===== src/rtl/hasti_interconnect_pkg.sv =====
// Shared HASTI types and the default vscale address map (ROM, SRAM, I/O).
package pk_hasti;

  typedef enum logic {OKAY = 1'b0, ERROR = 1'b1} hresp_t;

  typedef enum logic [1:0] {IDLE = 2'b00, BUSY = 2'b01, NONSEQ = 2'b10, SEQ = 2'b11} htrans_t;

  typedef enum logic [1:0] {OK = 2'd0, ERR1 = 2'd1, ERR2 = 2'd2} ic_state_t;

  localparam logic [31:0] addr_rom = 32'h0000_0000;
  localparam logic [31:0] size_rom = 32'h0001_0000;
  localparam logic [31:0] addr_ram = 32'h0001_0000;
  localparam logic [31:0] size_ram = 32'h0001_0000;
  localparam logic [31:0] addr_io  = 32'h4000_0000;

endpackage


===== src/rtl/hasti_interconnect_if.sv =====
// Single-master / N-slave HASTI bus bundle; m_* is the master link, s_* the shared slave side.
interface hasti_interconnect_if
  import pk_hasti::*;
#(
  parameter int NSLV = 3,
  parameter int AW   = 32,
  parameter int DW   = 32
);
  logic [AW-1:0]            m_haddr;
  logic                     m_hwrite;
  logic [2:0]               m_hsize;
  logic [2:0]               m_hburst;
  logic [3:0]               m_hprot;
  logic [1:0]               m_htrans;
  logic                     m_hmastlock;
  logic [DW-1:0]            m_hwdata;
  logic [DW-1:0]            m_hrdata;
  logic                     m_hready;
  logic                     m_hresp;

  logic [NSLV-1:0]          s_hsel;
  logic [AW-1:0]            s_haddr;
  logic                     s_hwrite;
  logic [2:0]               s_hsize;
  logic [2:0]               s_hburst;
  logic [3:0]               s_hprot;
  logic [1:0]               s_htrans;
  logic                     s_hmastlock;
  logic [DW-1:0]            s_hwdata;
  logic [NSLV-1:0][DW-1:0]  s_hrdata;
  logic [NSLV-1:0]          s_hreadyout;
  logic [NSLV-1:0]          s_hresp;

  modport master (
    output m_haddr, m_hwrite, m_hsize, m_hburst, m_hprot, m_htrans, m_hmastlock, m_hwdata,
    input  m_hrdata, m_hready, m_hresp
  );

  // m_hready doubles as every slave's hready input
  modport slave (
    input  s_hsel, s_haddr, s_hwrite, s_hsize, s_hburst, s_hprot, s_htrans, s_hmastlock,
           s_hwdata, m_hready,
    output s_hrdata, s_hreadyout, s_hresp
  );

  modport ic (
    input  m_haddr, m_hwrite, m_hsize, m_hburst, m_hprot, m_htrans, m_hmastlock, m_hwdata,
           s_hrdata, s_hreadyout, s_hresp,
    output m_hrdata, m_hready, m_hresp,
           s_hsel, s_haddr, s_hwrite, s_hsize, s_hburst, s_hprot, s_htrans, s_hmastlock,
           s_hwdata
  );
endinterface


===== src/rtl/hasti_interconnect_addr_decoder.sv =====
// Priority address decoder: lowest matching slave index wins, hit_def when nothing matches.
module hasti_addr_decoder #(
  parameter int                       NSLV     = 3,
  parameter int                       AW       = 32,
  parameter logic [NSLV-1:0][AW-1:0]  SLV_BASE = '0,
  parameter logic [NSLV-1:0][AW-1:0]  SLV_MASK = '0
) (
  input  logic [AW-1:0]   haddr,
  output logic [NSLV-1:0] hsel,
  output logic            hit_def
);

  always_comb begin
    hsel    = '0;
    hit_def = 1'b1;
    for (int i = 0; i < NSLV; i++) begin
      if (hit_def && ((haddr & SLV_MASK[i]) == SLV_BASE[i])) begin
        hsel[i] = 1'b1;
        hit_def = 1'b0;
      end
    end
  end

endmodule


===== src/rtl/hasti_interconnect.sv =====
// HASTI interconnect: one master, NSLV slaves, built-in ERROR default slave and
// a per-transfer watchdog that aborts a hung slave data phase with ERROR.
module hasti_interconnect
  import pk_hasti::*;
#(
  parameter int                       NSLV     = 3,
  parameter int                       AW       = 32,
  parameter int                       DW       = 32,
  parameter logic [NSLV-1:0][AW-1:0]  SLV_BASE = {addr_io, addr_ram, addr_rom},
  parameter logic [NSLV-1:0][AW-1:0]  SLV_MASK = {32'hC000_0000, ~(size_ram - 32'd1),
                                                  ~(size_rom - 32'd1)},
  parameter int                       TIMEOUT  = 64
) (
  input logic              hclk,
  input logic              hreset,
  hasti_interconnect_if.ic bus
);

  localparam int             SW  = $clog2(NSLV + 1);
  localparam logic [SW-1:0]  DEF = SW'(NSLV);

  logic [NSLV-1:0] hsel;
  logic            hit_def;
  logic [SW-1:0]   asel, dsel;
  logic            dact;
  ic_state_t       state, state_d;
  logic            sel_ready, sel_resp;
  logic [DW-1:0]   sel_rdata;
  logic            hready, hresp;
  logic            waiting, fire, enter_err;

  hasti_addr_decoder #(
    .NSLV(NSLV), .AW(AW), .SLV_BASE(SLV_BASE), .SLV_MASK(SLV_MASK)
  ) u_dec (
    .haddr   (bus.m_haddr),
    .hsel    (hsel),
    .hit_def (hit_def)
  );

  assign bus.s_hsel      = hsel;
  assign bus.s_haddr     = bus.m_haddr;
  assign bus.s_hwrite    = bus.m_hwrite;
  assign bus.s_hsize     = bus.m_hsize;
  assign bus.s_hburst    = bus.m_hburst;
  assign bus.s_hprot     = bus.m_hprot;
  assign bus.s_htrans    = bus.m_htrans;
  assign bus.s_hmastlock = bus.m_hmastlock;
  assign bus.s_hwdata    = bus.m_hwdata;

  always_comb begin
    asel = DEF;
    for (int i = 0; i < NSLV; i++)
      if (hsel[i]) asel = SW'(i);
  end

  // Default slave reads as zero-wait OKAY; its active-transfer ERROR comes from the FSM
  always_comb begin
    sel_ready = 1'b1;
    sel_resp  = OKAY;
    sel_rdata = '0;
    for (int i = 0; i < NSLV; i++) begin
      if (dsel == SW'(i)) begin
        sel_ready = bus.s_hreadyout[i];
        sel_resp  = bus.s_hresp[i];
        sel_rdata = bus.s_hrdata[i];
      end
    end
  end

  always_comb begin
    hready = sel_ready;
    hresp  = sel_resp;
    case (state)
      ERR1:    begin hready = 1'b0; hresp = ERROR; end
      ERR2:    begin hready = 1'b1; hresp = ERROR; end
      default: ;
    endcase
  end

  assign bus.m_hready = hready;
  assign bus.m_hresp  = hresp;
  assign bus.m_hrdata = sel_rdata;

  assign waiting   = (state == OK) && (dsel != DEF) && dact && !sel_ready;
  assign enter_err = hready && hit_def && bus.m_htrans[1];

  // ERR2 accepts a new address phase, so a back-to-back unmapped access re-enters ERR1
  always_comb begin
    state_d = state;
    case (state)
      OK:      if (fire || enter_err) state_d = ERR1;
      ERR1:    state_d = ERR2;
      ERR2:    state_d = enter_err ? ERR1 : OK;
      default: state_d = OK;
    endcase
  end

  always_ff @(posedge hclk or posedge hreset) begin
    if (hreset) begin
      state <= OK;
      dsel  <= DEF;
      dact  <= 1'b0;
    end else begin
      state <= state_d;
      if (hready) begin
        dsel <= asel;
        dact <= bus.m_htrans[1];
      end
    end
  end

  generate
    if (TIMEOUT > 0) begin : g_wdog
      localparam int WCW = $clog2(TIMEOUT + 1);
      logic [WCW-1:0] wcnt;

      always_ff @(posedge hclk or posedge hreset) begin
        if (hreset)       wcnt <= '0;
        else if (waiting) wcnt <= wcnt + 1'b1;
        else              wcnt <= '0;
      end

      assign fire = waiting && (wcnt == WCW'(TIMEOUT - 1));
    end else begin : g_nowdog
      assign fire = 1'b0;
    end
  endgenerate

endmodule


===== src/flat_wrapper.sv =====
// flat-port wrapper written by rule: the top's interface ports become plain ports
module hasti_interconnect_flat import pk_hasti::*;
#(
  parameter int                       NSLV     = 3,
  parameter int                       AW       = 32,
  parameter int                       DW       = 32,
  parameter logic [NSLV-1:0][AW-1:0]  SLV_BASE = {addr_io, addr_ram, addr_rom},
  parameter logic [NSLV-1:0][AW-1:0]  SLV_MASK = {32'hC000_0000, ~(size_ram - 32'd1),
                                                  ~(size_rom - 32'd1)},
  parameter int                       TIMEOUT  = 64
)
  (hclk, hreset, bus_m_haddr, bus_m_hwrite, bus_m_hsize, bus_m_hburst, bus_m_hprot, bus_m_htrans, bus_m_hmastlock, bus_m_hwdata, bus_s_hrdata, bus_s_hreadyout, bus_s_hresp, bus_m_hrdata, bus_m_hready, bus_m_hresp, bus_s_hsel, bus_s_haddr, bus_s_hwrite, bus_s_hsize, bus_s_hburst, bus_s_hprot, bus_s_htrans, bus_s_hmastlock, bus_s_hwdata);
  hasti_interconnect_if #(.NSLV(NSLV), .AW(AW), .DW(DW)) bus_i ();
  input logic hclk;
  input logic hreset;
  input wire logic [$bits(bus_i.m_haddr)-1:0] bus_m_haddr;
  input wire logic [$bits(bus_i.m_hwrite)-1:0] bus_m_hwrite;
  input wire logic [$bits(bus_i.m_hsize)-1:0] bus_m_hsize;
  input wire logic [$bits(bus_i.m_hburst)-1:0] bus_m_hburst;
  input wire logic [$bits(bus_i.m_hprot)-1:0] bus_m_hprot;
  input wire logic [$bits(bus_i.m_htrans)-1:0] bus_m_htrans;
  input wire logic [$bits(bus_i.m_hmastlock)-1:0] bus_m_hmastlock;
  input wire logic [$bits(bus_i.m_hwdata)-1:0] bus_m_hwdata;
  input wire logic [$bits(bus_i.s_hrdata)-1:0] bus_s_hrdata;
  input wire logic [$bits(bus_i.s_hreadyout)-1:0] bus_s_hreadyout;
  input wire logic [$bits(bus_i.s_hresp)-1:0] bus_s_hresp;
  output wire logic [$bits(bus_i.m_hrdata)-1:0] bus_m_hrdata;
  output wire logic [$bits(bus_i.m_hready)-1:0] bus_m_hready;
  output wire logic [$bits(bus_i.m_hresp)-1:0] bus_m_hresp;
  output wire logic [$bits(bus_i.s_hsel)-1:0] bus_s_hsel;
  output wire logic [$bits(bus_i.s_haddr)-1:0] bus_s_haddr;
  output wire logic [$bits(bus_i.s_hwrite)-1:0] bus_s_hwrite;
  output wire logic [$bits(bus_i.s_hsize)-1:0] bus_s_hsize;
  output wire logic [$bits(bus_i.s_hburst)-1:0] bus_s_hburst;
  output wire logic [$bits(bus_i.s_hprot)-1:0] bus_s_hprot;
  output wire logic [$bits(bus_i.s_htrans)-1:0] bus_s_htrans;
  output wire logic [$bits(bus_i.s_hmastlock)-1:0] bus_s_hmastlock;
  output wire logic [$bits(bus_i.s_hwdata)-1:0] bus_s_hwdata;
  assign bus_i.m_haddr = bus_m_haddr;
  assign bus_i.m_hwrite = bus_m_hwrite;
  assign bus_i.m_hsize = bus_m_hsize;
  assign bus_i.m_hburst = bus_m_hburst;
  assign bus_i.m_hprot = bus_m_hprot;
  assign bus_i.m_htrans = bus_m_htrans;
  assign bus_i.m_hmastlock = bus_m_hmastlock;
  assign bus_i.m_hwdata = bus_m_hwdata;
  assign bus_i.s_hrdata = bus_s_hrdata;
  assign bus_i.s_hreadyout = bus_s_hreadyout;
  assign bus_i.s_hresp = bus_s_hresp;
  assign bus_m_hrdata = bus_i.m_hrdata;
  assign bus_m_hready = bus_i.m_hready;
  assign bus_m_hresp = bus_i.m_hresp;
  assign bus_s_hsel = bus_i.s_hsel;
  assign bus_s_haddr = bus_i.s_haddr;
  assign bus_s_hwrite = bus_i.s_hwrite;
  assign bus_s_hsize = bus_i.s_hsize;
  assign bus_s_hburst = bus_i.s_hburst;
  assign bus_s_hprot = bus_i.s_hprot;
  assign bus_s_htrans = bus_i.s_htrans;
  assign bus_s_hmastlock = bus_i.s_hmastlock;
  assign bus_s_hwdata = bus_i.s_hwdata;
  hasti_interconnect #(.NSLV(NSLV), .AW(AW), .DW(DW), .SLV_BASE(SLV_BASE), .SLV_MASK(SLV_MASK), .TIMEOUT(TIMEOUT)) u_core (.hclk(hclk), .hreset(hreset), .bus(bus_i));
endmodule

===== config.mk =====
export PLATFORM = sky130hd
export DESIGN_NAME = hasti_interconnect_flat
export DESIGN_NICKNAME = d
export VERILOG_FILES = /design/src/rtl/hasti_interconnect_pkg.sv /design/src/rtl/hasti_interconnect_if.sv /design/src/rtl/hasti_interconnect_addr_decoder.sv /design/src/rtl/hasti_interconnect.sv /design/src/flat_wrapper.sv
export SDC_FILE = /design/constraint.sdc
export NUM_CORES = 1
export LEC_CHECK = 0
export BUFFER_PORTS_ARGS = -buffer_cell sky130_fd_sc_hd__buf_4
export CORE_AREA = 5 5 113 115
export CTS_CLUSTER_SIZE = 40
export DETAILED_ROUTE_END_ITERATION = 7
export DIE_AREA = 0 0 118 120
export PLACE_DENSITY = 0.59
export SYNTH_ARGS = -nofsm -noshare
export SYNTH_HDL_FRONTEND = slang
export SYNTH_SLANG_ARGS = --single-unit

===== constraint.sdc =====
create_clock -name hclk -period 5.8 [get_ports hclk]
set_clock_uncertainty 0.15 [all_clocks]
set_input_delay 1.16 -clock hclk [delete_from_list [all_inputs] [get_ports hclk]]
set_output_delay 1.16 -clock hclk [all_outputs]
set_load 0.05 [all_outputs]

# After elaboration in Yosys (flattened, before gate mapping)
# Index checks and enable logic that the tools add are counted.
# totals
ramBits	0
elab_cells	52
out_inout_bits	115
ff_bits	12
mem_bits_ro	0
latchBits	0
mem_count	0
in_bits	182
# op_classes
eq_ne	9
muxes	24
bitwise	0
n_mul	0
reduce_logical	14
div_mod_pow	0
addsub	1
shifts	0
order_cmp	0
# op_table
op	count
32-bit two-way mux	3
32-bit zero test	1
16-bit by 1-bit equality test with 1-bit output (second input constant)	1
1-bit two-way mux	14
1-bit logical AND	8
2-bit two-way mux	4
7-bit by 1-bit adder with 7-bit output (second input constant)	1
7-bit by 6-bit equality test with 1-bit output (second input constant)	1
7-bit two-way mux	1
2-bit by 1-bit equality test with 1-bit output (second input constant)	3
2-bit case mux with 3 select lines	1
2-bit equality test (second input constant)	2
2-bit zero test	2
2-bit inequality test (second input constant)	2
1-bit case mux with 2 select lines	1
2-bit OR reduction	1
1-bit zero test	1
1-bit logical OR	1

# Longest topological paths before layout
# Gate-level depths: netlist (run 1).
# depth
word_depth	11
ltp_mapped	7

# Cells and area by module
# A second synthesis (run 1) with hierarchy kept.
# hier_totals
cells_unflattened	264
area_unflattened_um2	1988.2
# by_module_without_submodules
mod	cells_each	area_each_um2	n_inst
hasti_interconnect	253	1910.6	1
hasti_addr_decoder	11	77.6	1

# Worst setup path before layout (run 1)
# Ideal clock, no wire load.
# synth_path
path_kind	flip-flop to output port
start	reg u_core.dsel[1]
end	out bus_m_hrdata[22]
path_buffers	2
required_time_ps	4490
arrival_time_ps	2392
path_stages_with_launch	5
path_slack_ps	2098
path_cell_list	dfstp_2 > buf_2 > buf_1 > mux2i_1 > o21ai_0
# synth_via
elab_chain_cells	4
elab_cells_between_ends	6
# synth_rtl
item	line	source
start, declared	hasti_interconnect.sv:24	logic [SW-1:0] asel, dsel;
start signal, assigned	hasti_interconnect.sv:106	dsel <= asel;
2-bit zero test	hasti_interconnect.sv:62	if (dsel == SW'(i)) begin
32-bit two-way mux (2 in series)	hasti_interconnect.sv:62	
32-bit two-way mux (*)	hasti_interconnect.sv:62	
end, declared	flat_wrapper.sv:27	output wire logic [$bits(bus_i.m_hrdata)-1:0] bus_m_hrdata;
# Every way passes the cells marked *; elsewhere a longest branch is shown, timed or not.

# Final worst setup path (run 1)
# layout_path
start	reg u_core.dsel[0]
end	out bus_m_hrdata[20]
# The elaborated chain is that of the path after synthesis.

==> results of run 1 <==
## cells by family after synthesis
logic type / Yosys count
buffers and inverters: 96
and+or+nand+nor: 62
AOI/OAI and AO/OA: 46
muxes: 37
DFF: 12
adders and majority gates: 5
xor gates and xnor gates: 3
## worst paths after layout
check / startpoint / end / slack [ns] / depth (start not counted)
worst max-delay path: u_core.dsel[0] / bus_m_hrdata[20] / 2.12 / 5
worst min-delay path: u_core.g_wdog.wcnt[0] / u_core.g_wdog.wcnt[0] / 0.30 / 1
worst max register to register: u_core.dsel[1] / u_core.state[1] / 3.26 / 5
worst min register to register: u_core.g_wdog.wcnt[0] / u_core.g_wdog.wcnt[0] / 0.30 / 1
max in group asynchronous: hreset / u_core.dsel[0] / 4.37 / 2
min in group asynchronous: hreset / u_core.g_wdog.wcnt[5] / 0.79 / 2
## worst max-delay path: cells and delay by family, from the launching register on
family | cells | cell delay (ns)
flip-flops | 1 | 0.84
AO/OA/AOI/OAI | 1 | 0.09
buffers and inverters | 2 | 0.58
AND/OR/NAND/NOR | 2 | 0.61
## sequential cells by signal, indices dropped and copies added (netlist names)
name	cells
u_core.g_wdog.wcnt	7
u_core.dsel	2
u_core.state	2
u_core.dact	1
## power groups by stage
stage / clock (mW) / combinational (mW) / sequential, mW
2_1_floorplan: 0 / 0.538 / 0.109
4_1_cts: 0.143 / 0.625 / 0.138
6_report: 0.139 / 0.615 / 0.135
3_5_place_dp: 0 / 0.623 / 0.139
3_3_place_gp: 0 / 0.618 / 0.139
5_1_grt: 0.146 / 0.651 / 0.143
## layer usage
metal / GRT usage / share of wire / vias to the layer above / routed length [um]
met4: 0.0337 / 0.027 / 0 / 206
met5: 0 / 0 / - / 0
met1: 0.0926 / 0.32 / 902 / 2430
li1: - / - / 986 / -
met2: 0.180 / 0.54 / 115 / 4100
met3: 0.0377 / 0.11 / 22 / 800
## metrics by stage
| step | hold slack [ns] | power [mW] | cells | instance area [um^2] | utilization |
|---|---|---|---|---|---|
| floorplan | 0.281 | 0.648 | 261 | 1980 | - |
| global placement | 0.298 | 0.757 | 495 | 2860 | 0.244 |
| detailed placement | 0.301 | 0.762 | 495 | 2860 | 0.244 |
| CTS | 0.308 | 0.905 | 499 | 2950 | 0.252 |
| global route | 0.333 | 0.940 | 499 | 2950 | 0.252 |
| finish | 0.303 | 0.890 | 499 | 2950 | 0.252 |
## cell usage after synthesis, types with 5 or more instances
| cell type | number |
|---|---|
| inv_1 | 6 |
| o21ai_0 | 35 |
| nand2_1 | 37 |
| nor2_1 | 8 |
| ha_1 | 5 |
| mux2i_1 | 33 |
| clkbuf_1 | 8 |
| buf_4 | 78 |
| dfrtp_1 | 10 |
## final cells by class
class	count	share of cell area
repair buffers	177	0.450
multi-input cells	153	0.347
flip-flops and latches	12	0.103
well taps	147	0.0623
clock buffers	4	0.0301
inverters	6	0.00763
==> run summary, run 1 <==
Top post-synthesis cells by area: buf_4 (30%), mux2i_1 (17%), dfrtp_1 (13%)
Multi-input logic area: 1020 um^2
Clk buf depth: 2
DP Worst Slack: 2.28 ns
Worst setup SP type: flip-flop
EDFF count, synth: 0
HPWL Detailed: 6410 um
Crit end category: output pin
Largest net degree at the start of global routing: 29
Commonest non-fill, non-tap cell in the layout: buf_4
Row count: 40
Vias in the first global route: 2080
Clock latency on the worst-skew pair: 0.24 ns
Clock Sinks: 12
Detailed router's first-iteration violation count: 36
Post-synth top area share: 0.295
CTS root buffer: clkbuf_16
Initial antenna violation count: 0
Global-route wire length before repair: 11000 um
Residual DRC count: 0
Max_slew headroom: 0.544
CORE AREA: 11700 um^2
Slowest stage delay, CP: 0.84 ns
Area growth from synthesis to layout: 48.9%
Synth cell types: 35
Synth Register Bits: 12
Worst Path Max Fanout: 28
# resized after CTS: 0
Post-synth ARST share: 1.00
Post-synthesis net count: 448
Synth Area in Adders: 0.0316
Mapped Area: 1980 um^2
Most frequent cells in the layout: buf_4 (177), nand2_1 (37), o21ai_0 (35), mux2i_1 (33), dfrtp_1 (10)
Ys flop type: dfrtp_1
CP arrival: 2.37 ns
Crit path top cell by count: buf_4
Psw: 0.474 mW
Worst-margin pin slew: 0.684 ns
Die H: 120 um
RSZ-0062 raised after global routing: no
Drt pass-1 iters: 4
Vias: 2025
Final setup violation count: 0
# IOs: 297
N_diodes: 0
CTS tree: built
Peak VDD IR: 0.110 mV
Post-synthesis average cell area: 7.59 um^2
Clock Power Share: 0.156
Final wirelength: 7540 um
Fillers: 1314
CTS H-Tree Depth: 1
Synth Area in Simple Gates: 0.142
WL per Instance: 15.1 um
Pwr/cell area: 301 nW/um^2
# Post-CTS Setup Buffers: 0
CTS buffer count: 3
Hold Crit Class: reg -> reg
Post-Synth XOR/XNOR Area: 0.0133
Pint: 0.416 mW
Synth Warn #: 0
Routability cong.: 0.714
Die area: 14200 um^2
Static Leak: 1.63 nW
Clock-pin slew on the worst setup and hold paths: 0.04 ns
Die extent in x: 118 um
FMAX: 272 MHz
Critical Path, Cell by Cell: nor2b_2 > buf_4 > nand2_1 > o21ai_0 > buf_4
Min Tclk post-route: 3.68 ns
CP max stage cell: dfstp_2
Reg area: 303 um^2
Compound-Gate Fraction of Synth Area: 0.136
Fin. max-slew vios: 0
I/O Buffers: 174
Max Cap Violations: 0
Nets: 540
Gr usage total: 0.0950
Critical Setup Path Class: reg -> out
Starting density of the core: 0.169
Final period utilization: 0.635
TNS Setup: 0 ns
Share of layout cells above drive strength 1: 0.545
Antenna violation net count after detailed routing: 0
Mux contribution to synthesized area: 0.193
Grt total ovfl: 0
Hold buffer count at CTS: 0
WP data required: 4.49 ns
Seq/Total Area, Yosys: 0.153
Slack of the critical path: 2.12 ns
Comb pwr share: 0.692
Fin. Hold Viols: 0
Vias per cell: 4.06
Switching share of power: 0.532
Largest family of logic cells by synthesized area: buffers and inverters
Register share of total power: 0.152
Cells after Synth: 261
Area leader, netlist: buf_4
Run status: finished clean
(Power assumes the default switching activity.)
==> run 2, diff against run 1 <==
CORE_AREA = 5 5 112 114   (was 5 5 113 115)
DIE_AREA = 0 0 117 119   (was 0 0 118 120)
PLACE_DENSITY = 0.62   (was 0.59)
clock period = 3.3 ns   (was 5.8 ns; I/O delays follow)
==> run 2 against run 1 <==
  * Clock-buffer cell count unchanged
  * Power grew 76%
  * Setup slack got worse by 1.6 ns
  * Global-route usage up 0.99 points
  * Utilization increased by 0.96 points
  * First-iteration DRC count up 33%
  * Die area down 1.7%
  * Critical path type unchanged
  * Critical endpoint is now bus_m_hready
  * Largest cell class unchanged
  * Highest routed layer unchanged
==> run summary, run 2 (same netlist as run 1, synthesis figures left out) <==
Final wirelength: 7930 um (+5.2%)
Area growth from synthesis to layout: 49.4%
Gr usage total: 0.105 (+0.00992)
Run status: finished clean
Max_slew headroom: 0.695 (+0.151)
RSZ-0062 raised after global routing: no
Max Cap Violations: 0 (unchanged)
Pwr/cell area: 527 nW/um^2 (+75%)
Inst Count DP: 493 (-0.40%)
# Post-CTS Setup Buffers: 0 (unchanged)
WP data required: 2.49 ns (-2.00 ns)
Regs by FF count: u_core.g_wdog.wcnt (7), u_core.dsel (2), u_core.state (2)
Final period utilization: 0.838
Nets: 542 (+0.37%)
Initial antenna violation count: 0 (unchanged)
Min Tclk post-route: 2.76 ns
Grt total ovfl: 0 (unchanged)
HPWL Detailed: 6870 um (+7.2%)
Number of flip-flops under the largest register name: 7 (unchanged)
Reg with most FFs: u_core.g_wdog.wcnt
Worst Path Max Fanout: 27 (-3.6%)
Fin. Hold Viols: 0 (unchanged)
Row count: 39 (-2.5%)
Detailed router's first-iteration violation count: 48 (+33%)
Clock Sinks: 12 (unchanged)
Clock-pin slew on the worst setup and hold paths: 0.04 ns (about the same)
Final setup violation count: 0 (unchanged)
Die H: 119 um (-0.83%)
WHS: 0.284 ns (-0.0186 ns)
Routability cong.: 0.768 (+7.5%)
WL per Instance: 16.0 um (+5.6%)
Slack of the critical path: 0.536 ns (-1.58 ns)
Commonest non-fill, non-tap cell in the layout: buf_4
Hold Crit Class: in -> async
FMAX: 362 MHz
CTS H-Tree Depth: 1 (unchanged)
Global-route wire length before repair: 11700 um (+5.8%)
Most frequent cells in the layout: buf_4 (179), nand2_1 (37), o21ai_0 (35), mux2i_1 (33), dfrtp_1 (10)
R2r setup slk: 0.99 ns (-2.27 ns)
Share of layout cells above drive strength 1: 0.548 (+0.00257)
CTS root buffer: clkbuf_16
Drt pass-1 iters: 4 (unchanged)
Largest net degree at the start of global routing: 28 (-3.4%)
# IOs: 297 (unchanged)
Critical Setup Path Class: reg -> out
Starting density of the core: 0.175 (+0.00584)
Non-Filler Instances: 497 (-0.40%)
CP arrival: 1.95 ns (-0.42 ns)
Vias in the first global route: 2160 (+3.8%)
Die area: 13900 um^2 (-1.7%)
Worst-margin pin slew: 0.457 ns (-0.228 ns)
Vias per cell: 4.09 (+0.90%)
Fin. max-slew vios: 0 (unchanged)
Peak VDD IR: 0.239 mV (+120%)
Die extent in x: 117 um (-0.85%)
DP Worst Slack: 0.757 ns (-1.52 ns)
CTS tree: built
Clk buf depth: 2 (unchanged)
Clock latency on the worst-skew pair: 0.24 ns (about the same)
CTS buffer count: 3 (unchanged)
Worst setup SP type: flip-flop
Static Leak: 1.64 nW (+0.59%)
I/O Buffers: 174 (unchanged)
TNS Setup: 0 ns (unchanged)
Vias: 2035 (+0.49%)
# resized after CTS: 0 (unchanged)
Hold buffer count at CTS: 0 (unchanged)
Antenna violation net count after detailed routing: 0 (unchanged)
N_diodes: 0 (unchanged)
Crit end category: output pin
Residual DRC count: 0 (unchanged)
CORE AREA: 11300 um^2 (-3.3%)
==> run 2: changes by cell type in the layout (fill, tap and decap cells not counted) <==
cell	change
buf_4	+2
==> run 2: worst paths after layout <==
check	start	to	depth (start not counted)
hold / removal	hreset	u_core.dact	2
hold reg to reg	u_core.g_wdog.wcnt[0]	u_core.g_wdog.wcnt[0]	1
min in group hclk	u_core.g_wdog.wcnt[0]	u_core.g_wdog.wcnt[0]	1
setup / recovery	u_core.dsel[0]	bus_m_hready	4
setup reg to reg	u_core.dsel[1]	u_core.state[1]	5
max in group asynchronous	hreset	u_core.dsel[0]	2
==> run 2: report_power, final <==
| part | leakage (nW) | switching [mW] | internal (mW) | total (mW) |
|---|---|---|---|---|
| Combinational | 1.43 | 0.712 | 0.371 | 1.08 |
| Sequential | 0.156 | 0.0585 | 0.177 | 0.235 |
| Clock | 0.0442 | 0.0609 | 0.183 | 0.244 |
==> run 2: metrics by stage <==
stage | area (um^2) | utilization | power [mW]
final | 2960 | 0.262 | 1.56
after global routing | 2960 | 0.262 | 1.66
after CTS | 2960 | 0.262 | 1.58
after detailed placement | 2870 | 0.254 | 1.33
after global placement | 2870 | 0.254 | 1.32
after floorplan | 1980 | - | 1.14
==> run 2: metal layers <==
| metal | part of all wire | global-route usage | up-vias |
|---|---|---|---|
| met5 | 0 | 0 | - |
| met4 | 0.022 | 0.0308 | 0 |
| met3 | 0.10 | 0.0274 | 23 |
| met2 | 0.57 | 0.213 | 124 |
| met1 | 0.30 | 0.0990 | 899 |
| li1 | - | - | 989 |
==> run 2: final cells by class <==
| class | instances | area [um^2] |
|---|---|---|
| clock buffer | 4 | 88.8 |
| fill | 1229 | 8360 |
| inverter | 6 | 22.5 |
| multi-input combinational | 153 | 1020 |
| sequential | 12 | 303 |
| tap | 143 | 179 |
| timing repair buffer | 179 | 1340 |
==> run 2: worst max-delay path, cell delays in order (launching register included) <==
cell     delay (ns)
dfstp_2        0.81
or3b_1         0.39
o21ai_1        0.14
o21ai_2        0.16
buf_4          0.22
==> run 3, diff against run 2 <==
CORE_AREA = 5 5 113 115   (was 5 5 112 114)
DIE_AREA = 0 0 118 120   (was 0 0 117 119)
PLACE_DENSITY = 0.59   (was 0.62)
clock period = 2.85 ns   (was 3.3 ns; I/O delays follow)
==> run 3 against run 2 <==
  * Clock-buffer cell count stayed put
  * Non-clock buffer count is 1 lower
  * Power is 17% higher
  * Largest cell class unchanged
  * First-iteration DRC count is 67% lower
  * Combinational power is 23% higher
  * Worst hold slack worse by 0.094 ns
  * Utilization is 0.87 points lower
  * Critical path type unchanged
  * Sequential share of layout area stayed put
  * Flip-flop and latch count stayed put
  * Via count is 0.20% higher
==> run summary, run 3 (same netlist as run 1, synthesis figures left out) <==
Number of flip-flops under the largest register name: 7 (unchanged)
CTS tree: built
CTS H-Tree Depth: 1 (unchanged)
Die extent in x: 118 um (+0.85%)
Regs by FF count: u_core.g_wdog.wcnt (7), u_core.dsel (2), u_core.state (2)
Critical Setup Path Class: reg -> out
Vias in the first global route: 2079 (-3.8%)
Worst-margin pin slew: 0.459 ns (+0.00252 ns)
Routability cong.: 0.740 (-3.7%)
CORE AREA: 11700 um^2 (+3.4%)
Peak VDD IR: 0.526 mV (+120%)
Clk buf depth: 2 (unchanged)
Nets: 541 (-0.18%)
Antenna violation net count after detailed routing: 0 (unchanged)
Worst setup SP type: flip-flop
Gr usage total: 0.0958 (-0.00915)
Commonest non-fill, non-tap cell in the layout: buf_4
Share of layout cells above drive strength 1: 0.544 (-0.00411)
Hold buffer count at CTS: 0 (unchanged)
WHS: 0.190 ns (-0.0941 ns)
# Post-CTS Setup Buffers: 0 (unchanged)
# IOs: 297 (unchanged)
Fillers: 1301 (+5.9%)
Grt total ovfl: 0 (unchanged)
CP arrival: 1.97 ns (+0.02 ns)
CTS root buffer: clkbuf_16
FMAX: 372 MHz
Reg with most FFs: u_core.g_wdog.wcnt
N_diodes: 0 (unchanged)
Clock Sinks: 12 (unchanged)
Initial antenna violation count: 0 (unchanged)
Fin. Hold Viols: 0 (unchanged)
Detailed router's first-iteration violation count: 16 (-67%)
Min Tclk post-route: 2.69 ns
Most frequent cells in the layout: buf_4 (177), nand2_1 (37), mux2i_1 (33), o21ai_1 (30), dfrtp_1 (10)
Largest net degree at the start of global routing: 39 (+39%)
Static Leak: 1.63 nW (-0.33%)
Pwr/cell area: 615 nW/um^2 (+17%)
Worst Path Max Fanout: 38 (+41%)
Crit end category: output pin
WP data required: 2.13 ns (-0.36 ns)
Max Cap Violations: 0 (unchanged)
Vias: 2039 (+0.20%)
TNS Setup: 0 ns (unchanged)
Die area: 14200 um^2 (+1.7%)
Final setup violation count: 0 (unchanged)
Row count: 40 (+2.6%)
Max_slew headroom: 0.694 (-0.00168)
Clock latency on the worst-skew pair: 0.24 ns (about the same)
CTS buffer count: 3 (unchanged)
WL per Instance: 15.2 um (-5.0%)
R2R depth: 7 (+2)
Starting density of the core: 0.169 (-0.00584)
RSZ-0062 raised after global routing: no
Inst Count DP: 496 (+0.61%)
Global-route wire length before repair: 11000 um (-5.5%)
Die H: 120 um (+0.84%)
HPWL Detailed: 6470 um (-5.9%)
Final wirelength: 7580 um (-4.5%)
I/O Buffers: 174 (unchanged)
Drt pass-1 iters: 4 (unchanged)
Clock-pin slew on the worst setup and hold paths: 0.04 ns (about the same)
Run status: finished clean
Vias per cell: 4.08 (-0.40%)
Pwr Total: 1.82 mW (+17%)
# resized after CTS: 0 (unchanged)
Hold Crit Class: in -> async
Final period utilization: 0.942
Fin. max-slew vios: 0 (unchanged)
Area growth from synthesis to layout: 49.4% (unchanged)
Non-Filler Instances: 500 (+0.60%)
Residual DRC count: 0 (unchanged)
Util after Layout: 0.253 (-0.00872)
==> run 3: changes by cell type in the layout (fill, tap and decap cells not counted), sizes merged <==
cell | previous run | this run
buf | 179 | 178
==> run 3: where the power goes <==
group / internal (mW) / switching, mW / leakage (nW)
registers: 0.203 / 0.0228 / 0.156
clock network: 0.188 / 0.0738 / 0.0382
logic: 0.455 / 0.880 / 1.44
==> run 3: worst paths after layout <==
check / slack [ns] / start / end
min in group hclk: 0.30 / u_core.g_wdog.wcnt[0] / u_core.g_wdog.wcnt[0]
max reg2reg: 0.46 / u_core.dsel[0] / u_core.state[1]
min reg2reg: 0.30 / u_core.g_wdog.wcnt[0] / u_core.g_wdog.wcnt[0]
max: 0.16 / u_core.dsel[0] / bus_m_hready
min: 0.19 / hreset / u_core.g_wdog.wcnt[1]
max in group asynchronous: 2.02 / hreset / u_core.dsel[0]
==> run 3: worst max-delay path: stages (launching register included) <==
cell and delay, ns:
dfstp_2 0.52, buf_4 0.36, or3b_1 0.38, o21ai_1 0.15, o21ai_2 0.11, buf_4 0.20
==> run 3: cell type report <==
class | instances | area (um^2) | area share
Multi-Input combinational cell | 153 | 1020 | 0.346
Clock buffer | 4 | 78.8 | 0.0266
Sequential cell | 12 | 303 | 0.102
Timing Repair Buffer | 178 | 1350 | 0.455
Tap cell | 147 | 184 | 0.0621
Inverter | 6 | 22.5 | 0.00760
==> run 3: layer usage <==
| metal | wire [um] | GRT usage | part of all wire |
|---|---|---|---|
| met1 | 2410 | 0.0900 | 0.32 |
| met3 | 847 | 0.0358 | 0.11 |
| met4 | 233 | 0.0430 | 0.031 |
| met5 | 0 | 0 | 0 |
| met2 | 4080 | 0.183 | 0.54 |
==> run 3: stage by stage <==
stage               cell area, um^2  setup slack (ns)
floorplan                      1980             0.110
global placement               2880             0.428
detailed placement             2880             0.389
CTS                            2960             0.121
global route                   2960            0.0403
finish                         2960             0.164
